<file path="src/rtl/clock_div_five.sv">
// Odd-ratio clock divider with a 50% duty cycle.
// A rising-edge counter sets the phase register pos_q for the first
// (DIV-1)/2 input cycles of every output period. A falling-edge copy,
// neg_q, stretches the high time by half an input cycle. The output is
// the OR of the two, which gives a high time of DIV/2 input periods.
`timescale 1ns/1ps

module clock_div_five #(
  parameter int DIV   = 5,
  parameter int CNT_W = 5
) (
  input  logic clk_in,
  input  logic rst,
  output logic clk_div_5
);

  // Only odd ratios can be split into two equal halves on clock edges,
  // and the counter must be wide enough to hold DIV-1.
  if ((DIV < 3) || (DIV > 31) || ((DIV % 2) == 0)) begin : g_bad_div
    $error("clock_div_five: DIV must be an odd integer in 3..31, got %0d", DIV);
  end

  if (CNT_W < $clog2(DIV)) begin : g_bad_cnt_w
    $error("clock_div_five: CNT_W=%0d is too narrow for DIV=%0d", CNT_W, DIV);
  end

  // Last counter state and the number of rising-edge cycles pos_q stays high.
  localparam logic [CNT_W-1:0] CNT_LAST = CNT_W'(DIV - 1);
  localparam logic [CNT_W-1:0] CNT_HIGH = CNT_W'((DIV - 1) / 2);

  logic [CNT_W-1:0] cnt;
  logic [CNT_W-1:0] cnt_nxt;
  logic             pos_nxt;
  logic             pos_q;
  logic             neg_q;

  // Next counter value and next rising-edge phase.
  // Any value at or beyond the last state wraps to zero. This covers the
  // normal wrap and also recovers from an out-of-range value.
  always_comb begin
    // NOTE: every signal driven here gets a default first, so no path through the block can infer a latch.
    cnt_nxt = cnt + CNT_W'(1);
    if (cnt >= CNT_LAST) begin
      cnt_nxt = '0;
    end
    pos_nxt = (cnt_nxt < CNT_HIGH);
  end

  // Rising-edge counter and phase register.
  // The counter resets to its last state, so the first edge after release
  // lands on count zero and raises the output right away.
  always_ff @(posedge clk_in or negedge rst) begin
    // NOTE: reset is asynchronous, so the output drops the moment rst goes low and does not wait for a clock edge.
    if (!rst) begin
      cnt   <= CNT_LAST;
      pos_q <= 1'b0;
    end else begin
      // NOTE: state registers use non-blocking assignments, so every flop samples its pre-edge inputs.
      cnt   <= cnt_nxt;
      pos_q <= pos_nxt;
    end
  end

  // Falling-edge copy of pos_q.
  // The output rises only while neg_q is low and falls only while pos_q is
  // already low, so the OR below cannot glitch.
  always_ff @(negedge clk_in or negedge rst) begin
    if (!rst) begin
      neg_q <= 1'b0;
    end else begin
      neg_q <= pos_q;
    end
  end

  assign clk_div_5 = pos_q | neg_q;

endmodule

</file>
<file path="config.mk">
export PLATFORM = sky130hd
export DESIGN_NAME = clock_div_five
export DESIGN_NICKNAME = d
export VERILOG_FILES = /design/src/rtl/clock_div_five.sv
export SDC_FILE = /design/constraint.sdc
export NUM_CORES = 1
export LEC_CHECK = 0
export BUFFER_PORTS_ARGS = -buffer_cell sky130_fd_sc_hd__buf_2
export CAP_MARGIN = 20
export CELL_PAD_IN_SITES_DETAIL_PLACEMENT = 0
export CELL_PAD_IN_SITES_GLOBAL_PLACEMENT = 1
export CORE_AREA = 8 8 45 47
export CTS_CLUSTER_DIAMETER = 30
export DETAILED_ROUTE_END_ITERATION = 10
export DIE_AREA = 0 0 53 55
export GPL_ROUTABILITY_DRIVEN = 0
export GPL_TIMING_DRIVEN = 0
export PLACE_DENSITY = 0.46
export SLEW_MARGIN = 0
export SYNTH_ARGS = -nofsm -noshare
export SYNTH_HDL_FRONTEND = slang
export SYNTH_SLANG_ARGS = --single-unit
</file>
<file path="constraint.sdc">
create_clock -name clk_in -period 0.9 [get_ports clk_in]
set_input_delay 0.27 -clock clk_in [delete_from_list [all_inputs] [get_ports clk_in]]
set_output_delay 0.27 -clock clk_in [all_outputs]
set_load 0.01 [all_outputs]
</file>
* Word-level counts from Yosys, hierarchy flattened
Index checks and enable logic that the tools add are counted.
** Storage, ports and cells
- Register bits after elaboration :: 7
- Latch bits :: 0
- RAM bits :: 0
- Memory bits (read-only) :: 0
- Input bits :: 2
- Memories :: 0
** Operators by class
- Add/sub/neg operators :: 1
- Multiply operators :: 0
- Divide/modulo/power cells :: 0
- $lt $le $gt $ge :: 2
- Equal/unequal tests :: 0
- Shift operators :: 0
- Mux-type cells :: 1
- Bitwise logic cells :: 1
- Reduce and logical (&&, ||, !) cells :: 0
** Operators with widths (number)
- adder 5 x 1 -> 5 bit (second input constant) :: 1
- greater-or-equal comparator 5 x 3 -> 1 bit (second input constant) :: 1
- < comparator 5 x 2 -> 1 bit (second input constant) :: 1
- 2-to-1 mux 5 bit :: 1
- OR 1 bit :: 1

* Longest topological paths before layout
- Depth in word-level cells :: 3
- Depth in mapped cells :: 3

==> results.json <==
{
  "dieWidth_um": 53,
  "routed_wl_um": 465,
  "muxShareOfSynthArea_pct": 0,
  "drc": 0,
  "timing.rr.end": "neg_q",
  "antenna_found_initial": 0,
  "vias": 167,
  "syn_inst": 18,
  "nNetsFinal": 35,
  "grt_pass1_wl_um": 696,
  "groute.usage.overall_pct": 3.844,
  "fin_worst_skew_ps": 10.07,
  "clockRootBuffer": "clkbuf_4",
  "synth_top_cell_by_area": "dfrtp_1",
  "fp-row-count": 14,
  "ir_worst_vdd_mv": 0.8392,
  "crit_path_end": "clk_div_5",
  "synth_xor_area_share_pct": 0,
  "synth_area_leaders": "dfrtp_1 (50%), dfstp_2 (11%), dfrtn_1 (10%)",
  "crit_path_start_kind": "flip-flop",
  "drt-vias-per-instance": 3.630,
  "synth_area_um2": 250.2,
  "violations": "setup timing",
  "ant_nets": 0,
  "synthAdderAreaFrac_pct": 10.00,
  "synth-seq-cells": 7,
  "first_global_vias": 173,
  "drv_slew": 0,
  "grt_setup_unrepaired": "true",
  "clock_latency_ps": 260,
  "fin_ws_ps": -739.6,
  "hold_viol_final": 0,
  "wire_per_inst_um": 10.11,
  "maxCapViolCount": 0,
  "clock_sinks": 7,
  "die_area_um2": 2915,
  "synth-simple-area-share_pct": 13.00,
  "yosysSeqAreaShare_pct": 70.50,
  "hp-class": "primary input to async pin",
  "path_class": "flip-flop to primary output",
  "path_clk_slew_ps": 40,
  "core_um2": 1384,
  "place.port_buffers": 2,
  "gr-total-overflow": 0,
  "worstSetupStartpoint": "neg_q",
  "yosys.area.top_type_share_pct": 50.00,
  "cp_max_fo": 1,
  "syn_area_per_cell_um2": 13.90,
  "yosys_warnings": 0,
  "arrival_ps": 1370,
  "power_density_nw_per_um2": 1616,
  "drive_above_1_share_pct": 60.00,
  "cts_buffer_depth": 2,
  "grt_start_max_net_pins": 6,
  "run_status": "finished, violations left",
  "ff2ff_path_depth": 0,
  "p_leak_nw": 0.1692,
  "dp_hpwl_um": 265.1,
  "synth_compound_area_share_pct": 2.000,
  "timing.rr.start": "pos_q",
  "io_pins": 3,
  "dpl_worst_slack_ps": -474.2,
  "synth_top_family_by_area": "simple AND/OR/NAND/NOR gates",
  "fp.dieH_um": 55,
  "cts_tree": "done",
  "drt_iter0_markers": 1,
  "yosysUniqueCellTypes": 12,
  "setup_viol": 3,
  "start_util_pct": 18.08,
  "n_antenna_cell": 0,
  "required_ps": 630,
  "endpoint_kind": "primary output",
  "r2r_slack_ps": -70,
  "first_pass_iters": 2,
  "numCtsBuffers": 3,
  "area_growth_pct": 66.50,
  "fin_hold_ws_ps": 118.7,
  "fill_cells": 151,
  "h-tree-depth": 1
}
cell usage after synthesis:
cell type / number
ha_1: 2
inv_1: 2
and2_1: 1
nor4b_1: 1
nor3_1: 1
dfrtn_1: 1
o21ai_0: 1
dfstp_2: 1
or2_2: 1
conb_1: 1
dfrtp_1: 5
nor4_1: 1
critical path, stage by stage, from the launching register on:
cell,delay [ps]
dfrtn_1,320
or2_4,220
buf_6,120
layout make-up:
class | instances | area (um2) | area share, %
inverter | 2 | 7.507 | 1.802
multi-input combinational | 10 | 123.9 | 29.73
tap | 16 | 20.02 | 4.805
sequential | 7 | 176.4 | 42.34
timing repair buffer | 7 | 62.56 | 15.02
clock buffer | 4 | 26.28 | 6.306
per-stage QoR:
stage / total power (W) / setup TNS, ps / area [um2] / util (%) / cells
after global placement: 0.0003625 / -654.1 / 292.8 / 21.16 / 37
final: 0.0006733 / -850.1 / 416.7 / 30.11 / 46
after global routing: 0.0007092 / -1015 / 416.7 / 30.11 / 46
after CTS: 0.0006638 / -870.3 / 362.8 / 26.22 / 45
after floorplan: 0.0003512 / -429.4 / 262.8 / - / 19
after detailed placement: 0.0003626 / -639.8 / 292.8 / 21.16 / 37
layer usage:
layer / wire [um] / GRT usage, %
met1: 185 / 3.390
met4: 0 / 2.586
met5: 0 / 0
met3: 43 / 4.813
met2: 235 / 4.688
sequential cells by signal, indices dropped and copies added, names as in the netlist:
register	cells
neg_q	1
cnt	5
pos_q	1
layout by cell type (no fill, tap or decap), drive strengths merged:
| master | Yosys | routed |
|---|---|---|
| dfrtp | 5 | 5 |
| buf | 0 | 5 |
| clkbuf | 0 | 4 |
| inv | 2 | 2 |
| ha | 2 | 2 |
| conb | 1 | 2 |
| dlygate4sd3 | 0 | 2 |
| nor4b | 1 | 1 |
| nor3 | 1 | 1 |
| and2 | 1 | 1 |
| nor4 | 1 | 1 |
| or2 | 1 | 1 |
| o21ai | 1 | 1 |
| dfstp | 1 | 1 |
| dfrtn | 1 | 1 |
kinds of logic (layout without fill, tap and decap cells):
logic type      count (synthesis)  in the layout
simple gates                    5              5
buf+inv                         2             13
flops                           7              7
compound gates                  1              1
other cells                     1              2
fa+ha+maj                       2              2
how the worst min path moves through the flow:
stage,start,to,slack [ps]
after floorplan,rst,cnt[0],-30
after global placement,rst,pos_q,110
after detailed placement,rst,pos_q,110
after CTS,rst,neg_q,110
after global routing,rst,neg_q,120
final,rst,neg_q,120
report_power, final:
group          switching, W  internal [W]  leakage (nW)
Clock              0.000111      0.000169        0.0150
Combinational     0.0000236     0.0000314        0.0755
Sequential        0.0000106      0.000328        0.0787
what timing repair did:
| action | in CTS | in global routing |
|---|---|---|
| hold endpoints to repair | 5 | 0 |
| buffers inserted | 2 | 1 |
| hold buffers | 2 | 0 |
| pin swaps | 1 | 1 |
| gates resized for setup | 3 | 9 |
| setup endpoints to repair | 4 | 5 |
(Power assumes the default switching activity.)
